### config.mk
export PLATFORM = sky130hd
export DESIGN_NAME = ram_sdp_clr_flat
export DESIGN_NICKNAME = d
export VERILOG_FILES = /design/src/rtl/ram_sdp_clr_pkg.sv /design/src/rtl/ram_sdp_clr_if.sv /design/src/rtl/ram_sdp_core.sv /design/src/rtl/ram_sdp_clr.sv /design/src/flat_wrapper.sv
export SDC_FILE = /design/constraint.sdc
export NUM_CORES = 1
export LEC_CHECK = 0
export CAP_MARGIN = 20
export CELL_PAD_IN_SITES_DETAIL_PLACEMENT = 1
export CELL_PAD_IN_SITES_GLOBAL_PLACEMENT = 2
export CORE_MARGIN = 10
export CORE_UTILIZATION = 49
export DETAILED_ROUTE_END_ITERATION = 8
export GPL_TIMING_DRIVEN = 0
export PLACE_DENSITY = 0.88
export SYNTH_ARGS = -nofsm -noshare
export SYNTH_HDL_FRONTEND = slang
export SYNTH_SLANG_ARGS = --single-unit
### constraint.sdc
create_clock -name clk -period 5.75 [get_ports clk]
set_input_delay 1.15 -clock clk [delete_from_list [all_inputs] [get_ports clk]]
set_output_delay 1.15 -clock clk [all_outputs]
set_load 0.02 [all_outputs]
### src/rtl/ram_sdp_clr_pkg.sv
// Shared types and constants for the clearable simple dual-port RAM.
package ram_sdp_clr_pkg;

  typedef enum logic {
    ST_IDLE  = 1'b0,
    ST_CLEAR = 1'b1
  } state_t;

  localparam int unsigned RDW_OLD = 0;
  localparam int unsigned RDW_NEW = 1;

endpackage

### src/rtl/ram_sdp_clr_if.sv
// User-side bus of ram_sdp_clr: clear request, write port, read port with valid.
interface ram_sdp_clr_if #(
  parameter int unsigned DATA_W = 8,
  parameter int unsigned ADDR_W = 7
);
  logic              clr;
  logic              busy;
  logic              we;
  logic [ADDR_W-1:0] waddr;
  logic [DATA_W-1:0] wdata;
  logic              rd_en;
  logic [ADDR_W-1:0] raddr;
  logic [DATA_W-1:0] rdata;
  logic              rvalid;

  modport master (
    output clr, we, waddr, wdata, rd_en, raddr,
    input  busy, rdata, rvalid
  );

  modport slave (
    input  clr, we, waddr, wdata, rd_en, raddr,
    output busy, rdata, rvalid
  );
endinterface

### src/rtl/ram_sdp_core.sv
// Bare storage array: one write port, one registered read port, selectable
// read-during-write behaviour on a same-address collision.
module ram_sdp_core
  import ram_sdp_clr_pkg::*;
#(
  parameter int unsigned DATA_W   = 8,
  parameter int unsigned ADDR_W   = 7,
  parameter int unsigned RDW_MODE = RDW_OLD
) (
  input  logic              clk,
  input  logic              rst_n,
  input  logic              we,
  input  logic [ADDR_W-1:0] waddr,
  input  logic [DATA_W-1:0] wdata,
  input  logic              re,
  input  logic [ADDR_W-1:0] raddr,
  output logic [DATA_W-1:0] rdata
);

  localparam int unsigned DEPTH       = 2 ** ADDR_W;
  localparam bit          WRITE_FIRST = (RDW_MODE == RDW_NEW);

  logic [DATA_W-1:0] mem [DEPTH];
  logic              bypass_c;

  assign bypass_c = WRITE_FIRST && we && (waddr == raddr);

  // Array contents are deliberately not reset.
  always_ff @(posedge clk) begin
    if (we) mem[waddr] <= wdata;
  end

  always_ff @(posedge clk or negedge rst_n) begin
    if (!rst_n)  rdata <= '0;
    else if (re) rdata <= bypass_c ? wdata : mem[raddr];
  end

endmodule

### src/rtl/ram_sdp_clr.sv
// Simple dual-port RAM with a zero-fill clear engine, optional output register
// and a read-valid pulse per accepted read.
module ram_sdp_clr
  import ram_sdp_clr_pkg::*;
#(
  parameter int unsigned DATA_W   = 8,
  parameter int unsigned ADDR_W   = 7,
  parameter int unsigned RDW_MODE = RDW_OLD,
  parameter int unsigned OUT_REG  = 0
) (
  input  logic          clk,
  input  logic          rst_n,
  ram_sdp_clr_if.slave  bus
);

  localparam logic [ADDR_W-1:0] LAST_PTR = '1;

  state_t            state, state_nxt;
  logic [ADDR_W-1:0] clr_ptr, clr_ptr_nxt;
  logic              busy_q, busy_nxt;
  logic              rd_v;

  logic              sweep_c;
  logic              rd_acc_c;
  logic              mem_we_c;
  logic [ADDR_W-1:0] mem_waddr_c;
  logic [DATA_W-1:0] mem_wdata_c;
  logic [DATA_W-1:0] core_rdata;

  always_ff @(posedge clk or negedge rst_n) begin
    if (!rst_n) begin
      state   <= ST_CLEAR;
      clr_ptr <= '0;
      busy_q  <= 1'b1;
    end else begin
      state   <= state_nxt;
      clr_ptr <= clr_ptr_nxt;
      busy_q  <= busy_nxt;
    end
  end

  // Sweep one word per cycle; a clr request always restarts from word 0.
  always_comb begin
    state_nxt   = state;
    clr_ptr_nxt = clr_ptr;
    case (state)
      ST_CLEAR: begin
        if (bus.clr) begin
          clr_ptr_nxt = '0;
        end else if (clr_ptr == LAST_PTR) begin
          state_nxt = ST_IDLE;
        end else begin
          clr_ptr_nxt = clr_ptr + ADDR_W'(1);
        end
      end
      ST_IDLE: begin
        if (bus.clr) begin
          state_nxt   = ST_CLEAR;
          clr_ptr_nxt = '0;
        end
      end
      default: begin
        state_nxt   = ST_CLEAR;
        clr_ptr_nxt = '0;
      end
    endcase
    busy_nxt = (state_nxt == ST_CLEAR);
  end

  assign sweep_c     = (state == ST_CLEAR);
  assign rd_acc_c    = bus.rd_en && !sweep_c;
  assign mem_we_c    = sweep_c || bus.we;
  assign mem_waddr_c = sweep_c ? clr_ptr : bus.waddr;
  assign mem_wdata_c = sweep_c ? '0 : bus.wdata;

  ram_sdp_core #(
    .DATA_W   (DATA_W),
    .ADDR_W   (ADDR_W),
    .RDW_MODE (RDW_MODE)
  ) u_core (
    .clk   (clk),
    .rst_n (rst_n),
    .we    (mem_we_c),
    .waddr (mem_waddr_c),
    .wdata (mem_wdata_c),
    .re    (rd_acc_c),
    .raddr (bus.raddr),
    .rdata (core_rdata)
  );

  always_ff @(posedge clk or negedge rst_n) begin
    if (!rst_n) rd_v <= 1'b0;
    else        rd_v <= rd_acc_c;
  end

  // Optional second stage; reset flushes any read still in flight.
  if (OUT_REG != 0) begin : g_oreg
    logic [DATA_W-1:0] rdata_q;
    logic              rvalid_q;

    always_ff @(posedge clk or negedge rst_n) begin
      if (!rst_n) begin
        rdata_q  <= '0;
        rvalid_q <= 1'b0;
      end else begin
        rvalid_q <= rd_v;
        if (rd_v) rdata_q <= core_rdata;
      end
    end

    assign bus.rdata  = rdata_q;
    assign bus.rvalid = rvalid_q;
  end else begin : g_noreg
    assign bus.rdata  = core_rdata;
    assign bus.rvalid = rd_v;
  end

  assign bus.busy = busy_q;

endmodule

### src/flat_wrapper.sv
// flat-port wrapper written by rule: the top's interface ports become plain ports
module ram_sdp_clr_flat import ram_sdp_clr_pkg::*;
#(
  parameter int unsigned DATA_W   = 8,
  parameter int unsigned ADDR_W   = 7,
  parameter int unsigned RDW_MODE = RDW_OLD,
  parameter int unsigned OUT_REG  = 0
)
  (clk, rst_n, bus_clr, bus_we, bus_waddr, bus_wdata, bus_rd_en, bus_raddr, bus_busy, bus_rdata, bus_rvalid);
  ram_sdp_clr_if #(.DATA_W(DATA_W), .ADDR_W(ADDR_W)) bus_i ();
  input  logic clk;
  input  logic rst_n;
  input wire logic [$bits(bus_i.clr)-1:0] bus_clr;
  input wire logic [$bits(bus_i.we)-1:0] bus_we;
  input wire logic [$bits(bus_i.waddr)-1:0] bus_waddr;
  input wire logic [$bits(bus_i.wdata)-1:0] bus_wdata;
  input wire logic [$bits(bus_i.rd_en)-1:0] bus_rd_en;
  input wire logic [$bits(bus_i.raddr)-1:0] bus_raddr;
  output wire logic [$bits(bus_i.busy)-1:0] bus_busy;
  output wire logic [$bits(bus_i.rdata)-1:0] bus_rdata;
  output wire logic [$bits(bus_i.rvalid)-1:0] bus_rvalid;
  assign bus_i.clr = bus_clr;
  assign bus_i.we = bus_we;
  assign bus_i.waddr = bus_waddr;
  assign bus_i.wdata = bus_wdata;
  assign bus_i.rd_en = bus_rd_en;
  assign bus_i.raddr = bus_raddr;
  assign bus_busy = bus_i.busy;
  assign bus_rdata = bus_i.rdata;
  assign bus_rvalid = bus_i.rvalid;
  ram_sdp_clr #(.DATA_W(DATA_W), .ADDR_W(ADDR_W), .RDW_MODE(RDW_MODE), .OUT_REG(OUT_REG)) u_core (.clk(clk), .rst_n(rst_n), .bus(bus_i));
endmodule
==> impl_metrics.ini, run 1 <==
[final_layout]
fin_area_mm2 = 0.0473
final_layout_size_suffix_gt1_frac = 0.187
fin_nets = 2361
regArea_mm2 = 0.0312
multi_input_area_mm2 = 0.00926
fillers = 7307
fin_util = 0.566
diodes = 0
area_delta_synth_final_pct = 14.5

[drt]
antenna_left = 0
dr.first_iter.drc_count = 3330
routed_wl_mm = 133
dr.pass1.iters = 5
routedWlPerCell_um = 37.9
routed_via_density = 6.77
route.vias.total = 23700
remaining_drc_errors = 0

[yosys]
yosys_warnings = 0
synthArstFlopShare = 0.0163
ys_seq_elements = 1041
synth_enable_flop_cells = 1024
yosys.area_share.simple = 0.0366
synth_most_common_cell = edfxtp_1
synth_flop_cell = edfxtp_1
synth_common_cells = edfxtp_1, mux2i_1, nor2_1, mux4_2, nand2_1
synth_top_cell_by_area = edfxtp_1
synth_top_family_by_area = multiplexers
syn_inst = 2156
yosysUniqueCellTypes = 58
synth.area.mux_share = 0.138
synth.area.top_cells = edfxtp_1, mux4_2, mux2i_1, nor2_1, o221ai_1
syn_area_mm2 = 0.0413
ys_seq_area_frac = 0.755
netlist.area_leader.share = 0.745
synth_nets = 2184
synth.avg_cell_area_um2 = 19.2
synth_adder_area_share = 0.000303
synth-xor-area-share = 0.000848
synth-compound-area-share = 0.0473

[sta]
skew_ns = 0.0278
setup_viol = 0
worst_pin_slew_ns = 1.31
slew_headroom = 0.129
final_max_slew_viol_count = 0
fin_tns_setup_ns = 0
period_share = 0.836
hold_violations = 0
fmax_mhz = 208
grt_setup_unrepaired = no
min_period_ns = 4.81

[clocking]
cts_hold_buf = 0
ctsResizeCount = 0
worstSkewPairLatency_ns = 0.69
post_cts_buffers = 0
clk_pin_slew_ns = 0.07
cts-htree-levels = 3
ctsLongestPathBuffers = 3
cts_buffers = 105
cts_tree = yes
cts.sinks = 1041
cts-root-buf = clkbuf_16

[power]
switching_share = 0.218
switchingPower_mw = 3.53
p_int_mw = 12.7
p_seq_frac = 0.508
irDropWorstVdd_mv = 0.284
pwr-share-clk = 0.438
combPwrFrac = 0.053
p_per_area_mw_per_mm2 = 343
cellLeakagePower_nw = 15.7

[placed_design]
placed_area_mm2 = 0.0437
gp_congestion = 0.968
port_buffers = 32
dp_hpwl_mm = 92.0

[floorplanning]
die_x_um = 310
io_pins = 37
core_area_mm2 = 0.0836
row_count = 106
initial_core_util = 0.494
dieArea_mm2 = 0.0963
fp.dieH_um = 310

[global_route]
grt_pass1_wl_mm = 186
antenna_found_initial = 5
grt_max_degree = 49
track_usage = 0.276
grt_pass1_vias = 24300
grt_overflow = 0

[critical_path]
crit_required_ns = 6.36
crit_type = input port to flop
cp_max_fo = 10
start_kind = input port
endpoint_kind = flop
critical_path_arrival_ns = 5.42

[outcome]
outcome = complete, no violations

[run]
max_cap_violations = 0

[min_path]
worstHoldPathType = flop to flop
-- final timing paths --
check / endpoint / cells past startpoint / from / slack (ns)
worst max-delay path: u_core.u_core.rdata[2]$_DFFE_PN0P_ / 9 / bus_raddr[3] / 0.94
worst min-delay path: u_core.u_core.rdata[5]$_DFFE_PN0P_ / 2 / u_core.u_core.rdata[5]$_DFFE_PN0P_ / 0.58
worst max register to register: u_core.u_core.mem[17][6]$_DFFE_PP_ / 7 / u_core.state$_DFF_PN1_ / 1.54
worst min register to register: u_core.u_core.rdata[5]$_DFFE_PN0P_ / 2 / u_core.u_core.rdata[5]$_DFFE_PN0P_ / 0.58
max in group asynchronous: u_core.u_core.rdata[3]$_DFFE_PN0P_ / 2 / rst_n / 4.48
min in group asynchronous: u_core.clr_ptr[1]$_DFFE_PN0P_ / 1 / rst_n / 0.79
-- critical path, stage by stage --
cell             delay, ns
clkdlybuf4s50_1       0.77
buf_2                 0.46
buf_2                 0.52
clkbuf_1              0.76
buf_2                 0.43
nor2_1                0.09
o21ai_0               0.66
nand4_1               0.26
a211oi_2              0.26
-- state kept, by name, summed over array words and instances (netlist names) --
register             count
u_core.u_core.mem     1024
u_core.u_core.rdata      8
u_core.state             1
u_core.clr_ptr           7
u_core.bus.rvalid        1
-- power by group through the flow --
stage	Clock (mW)	Sequential, mW	Combinational, mW
floorplan	0	8.41	0.453
global placement	0	8.40	0.792
detailed placement	0	8.41	0.834
CTS	7.13	8.25	0.842
global route	7.44	8.24	0.877
finish	7.11	8.25	0.868
-- cells in the final DEF, fill, tap and decap left out, types with 19 or more instances in the layout --
master,netlist,layout
edfxtp_1,1024,1024
clkbuf_16,0,107
a22oi_1,19,19
o22ai_1,42,42
clkinv_1,0,23
clkinv_2,0,21
nand2_1,83,83
o221ai_1,53,53
clkdlybuf4s50_1,0,32
mux4_2,152,152
nand3_1,37,37
a21oi_1,45,45
buf_8,16,23
buf_12,5,24
buf_2,25,27
clkbuf_1,42,58
o21ai_0,26,26
nor2_1,177,177
mux2i_1,185,185
-- layout make-up --
class | count | share of cell area
clock buffers | 126 | 0.0587
flip-flops and latches | 1041 | 0.659
well taps | 1080 | 0.0286
clock inverters | 70 | 0.0165
inverters | 9 | 0.000714
plain buffers | 123 | 0.0189
repair buffers | 70 | 0.0219
multi-input cells | 983 | 0.196
-- per-layer routing --
layer	wire, um	part of all wire	vias to the layer above	GRT usage
li1	-	-	9209	-
met1	49200	0.37	12400	0.365
met2	62500	0.47	1713	0.436
met3	13900	0.10	358	0.0574
met4	7170	0.054	6	0.134
met5	79	0.00060	-	0
-- kinds of logic (layout without fill, tap and decap cells) --
family	count (synthesis)	count (layout)
compound gates	268	268
xor+xnor	4	4
fa+ha+maj	1	1
buf+inv	132	398
flops	1041	1041
mux	360	360
simple gates	350	350
-- stage by stage --
| stage | instances | worst slack [ns] | power, mW | hold slack, ns |
|---|---|---|---|---|
| 2_1_floorplan | 2156 | 0.662 | 8.86 | 0.543 |
| 3_3_place_gp | 3268 | -4.05 | 9.20 | 0.546 |
| 3_5_place_dp | 3301 | 0.461 | 9.24 | 0.550 |
| 4_1_cts | 3497 | 1.15 | 16.2 | 0.558 |
| 5_1_grt | 3502 | 1.00 | 16.6 | 0.584 |
| 6_report | 3502 | 0.944 | 16.2 | 0.578 |
No activity file was read; power rests on OpenSTA's default activity.
==> inputs of run 2 (changes only) <==
--- a/config.mk
+++ b/config.mk
@@ -9,10 +9,10 @@
 export CELL_PAD_IN_SITES_DETAIL_PLACEMENT = 1
 export CELL_PAD_IN_SITES_GLOBAL_PLACEMENT = 2
 export CORE_MARGIN = 10
-export CORE_UTILIZATION = 49
+export CORE_UTILIZATION = 45
 export DETAILED_ROUTE_END_ITERATION = 8
 export GPL_TIMING_DRIVEN = 0
-export PLACE_DENSITY = 0.88
+export PLACE_DENSITY = 0.85
 export SYNTH_ARGS = -nofsm -noshare
 export SYNTH_HDL_FRONTEND = slang
 export SYNTH_SLANG_ARGS = --single-unit
==> constraint.sdc (replaced) <==
create_clock -name clk -period 4.25 [get_ports clk]
set_input_delay 0.85 -clock clk [delete_from_list [all_inputs] [get_ports clk]]
set_output_delay 0.85 -clock clk [all_outputs]
set_load 0.02 [all_outputs]
==> run 2 against run 1 <==
Clock-buffer cell count fell by 3. Cell area is 0.45% higher. Routed wire length rose by 1.1%. Register-to-register slack lost 1.4 ns. Largest power group unchanged. First-iteration DRC count rose by 4.1%. Setup slack worse by 1.2 ns. Combinational power is 35% higher. Cell count increased by 2.9%. Core utilization shrank 4.6 points. Critical endpoint is now u_core.u_core.rdata[7]$_DFFE_PN0P_. Sequential power is 36% higher. The run now ends with setup timing left. Global-route usage fell by 2.1 points. Sequential cell count unchanged.
==> impl_metrics.ini, run 2 (synthesis gave the netlist of run 1 again) <==
[outcome]
outcome = finished with violations
violations = setup timing

[final_layout]
layout_commonest_cell = edfxtp_1
largest_register_ffs = 1024
fin_area_mm2 = 0.0475
final_layout_size_suffix_gt1_frac = 0.190
area_delta_synth_final_pct = 15.1
reg_top3 = u_core.u_core.mem x1024, u_core.u_core.rdata x8, u_core.clr_ptr x7
fillers = 8200
regMostFlops = u_core.u_core.mem
stdcell_count = 3605
fin_nets = 2360
final_cell_mix = edfxtp_1, mux2i_1, nor2_1

[clocking]
cts.sinks = 1041
ctsLongestPathBuffers = 3
cts-htree-levels = 3
cts_tree = yes
worstSkewPairLatency_ns = 0.69
clk_pin_slew_ns = 0.06
cts_buffers = 105
cts_hold_buf = 0
cts-root-buf = clkbuf_16
post_cts_buffers = 0
ctsResizeCount = 4

[drt]
dr.first_iter.drc_count = 3467
dr.pass1.iters = 6
antenna_left = 0
remaining_drc_errors = 0
routed_via_density = 6.52
route.vias.total = 23500
routed_wl_mm = 134
routedWlPerCell_um = 37.2

[placed_design]
placed_area_mm2 = 0.0438
place_ws_ns = -0.775
port_buffers = 32
dp_hpwl_mm = 92.6
dp_cells = 3409
gp_congestion = 0.988

[sta]
hold_violations = 0
grt_setup_unrepaired = no
setup_slack_ns = -0.237
period_share = 1.06
final_max_slew_viol_count = 0
slew_headroom = 0.153
hold_ws_ns = 0.420
setup_viol = 3
worst_pin_slew_ns = 1.27
min_period_ns = 4.49
fmax_mhz = 223
skew_ns = 0.0222

[critical_path]
rr_worst_depth = 7
r2r_end = u_core.u_core.mem[39][7]$_DFFE_PP_
worst-r2r-setup-slack_ns = 0.12
crit_required_ns = 4.82
start_kind = input port
critical_path_arrival_ns = 5.06
cp_max_fo = 10
crit_type = input port to flop
endpoint_kind = flop
reg2reg_from = u_core.state$_DFF_PN1_

[run]
max_cap_violations = 0

[power]
pwr-share-clk = 0.444
irDropWorstVdd_mv = 0.398
switchingPower_mw = 4.76
p_per_area_mw_per_mm2 = 467
p_int_mw = 17.4
switching_share = 0.214
cellLeakagePower_nw = 15.7
p_seq_frac = 0.503
combPwrFrac = 0.053

[global_route]
track_usage = 0.256
grt_overflow = 0
grt_pass1_vias = 24000
antenna_found_initial = 4
grt_pass1_wl_mm = 187
grt_max_degree = 47

[floorplanning]
dieArea_mm2 = 0.104
core_area_mm2 = 0.0914
row_count = 111
fp.dieH_um = 323
io_pins = 37
die_x_um = 323
initial_core_util = 0.452

[min_path]
worstHoldPathType = input port to asynchronous set/reset pin
==> run 2: cell types whose count changed in the layout (fill, tap and decap cells not counted), sizes merged <==
cell | before | now
clkinv | 47 | 39
buf | 119 | 115
bufinv | 16 | 20
clkinvlp | 4 | 8
diode | 0 | 1
==> run 2: power by group through the flow <==
stage | combinational (mW) | clock, mW | sequential [mW]
final | 1.17 | 9.84 | 11.2
after detailed placement | 1.12 | 0 | 11.4
after CTS | 1.14 | 9.90 | 11.2
after global placement | 1.08 | 0 | 11.4
after global routing | 1.18 | 10.3 | 11.2
after floorplan | 0.612 | 0 | 11.4
==> run 2: routing by layer <==
metal | part of all wire | global-route usage
met2 | 0.47 | 0.403
met5 | 0.00028 | 0
met4 | 0.060 | 0.132
met1 | 0.38 | 0.331
met3 | 0.099 | 0.0579
==> run 2: how the worst max path moves through the flow <==
stage,slack [ns],end,from,cells past startpoint
after floorplan,-0.68,u_core.u_core.mem[0][0]$_DFFE_PP_,u_core.state$_DFF_PN1_,4
after global placement,-5.52,u_core.u_core.mem[50][6]$_DFFE_PP_,bus_wdata[6],2
after global routing,0.01,u_core.u_core.rdata[7]$_DFFE_PN0P_,bus_raddr[1],10
after detailed placement,-0.77,u_core.u_core.rdata[2]$_DFFE_PN0P_,bus_raddr[3],9
final,-0.24,u_core.u_core.rdata[7]$_DFFE_PN0P_,bus_raddr[1],10
after CTS,0.03,u_core.u_core.rdata[0]$_DFFE_PN0P_,bus_raddr[1],9
==> run 2: stage by stage <==
stage,power [mW],setup TNS [ns],utilization
after CTS,22.2,0,0.519
after global routing,22.6,0,0.520
final,22.2,-0.404,0.520
after floorplan,12.0,-694.62,-
after detailed placement,12.5,-8.85,0.480
after global placement,12.5,-5052.68,0.472
==> run 2: layout make-up <==
class	instances	area, um^2	share of cell area
multi-input combinational	983	9270	0.195
antenna	1	2.50	0.0000527
inverter	9	33.8	0.000711
tap	1186	1480	0.0312
clock inverter	70	863	0.0182
buffer	122	892	0.0188
timing repair buffer	70	1020	0.0215
sequential	1041	31200	0.656
clock buffer	123	2780	0.0585
==> run 2: worst max-delay path, cell delays in order <==
cell             delay [ns]
clkdlybuf4s50_1        0.64
buf_4                  0.24
nand2_1                0.36
buf_2                  0.36
buf_1                  0.49
o221ai_1               0.45
o22ai_1                0.16
o21ai_0                0.89
nand4_1                0.31
o31ai_1                0.29
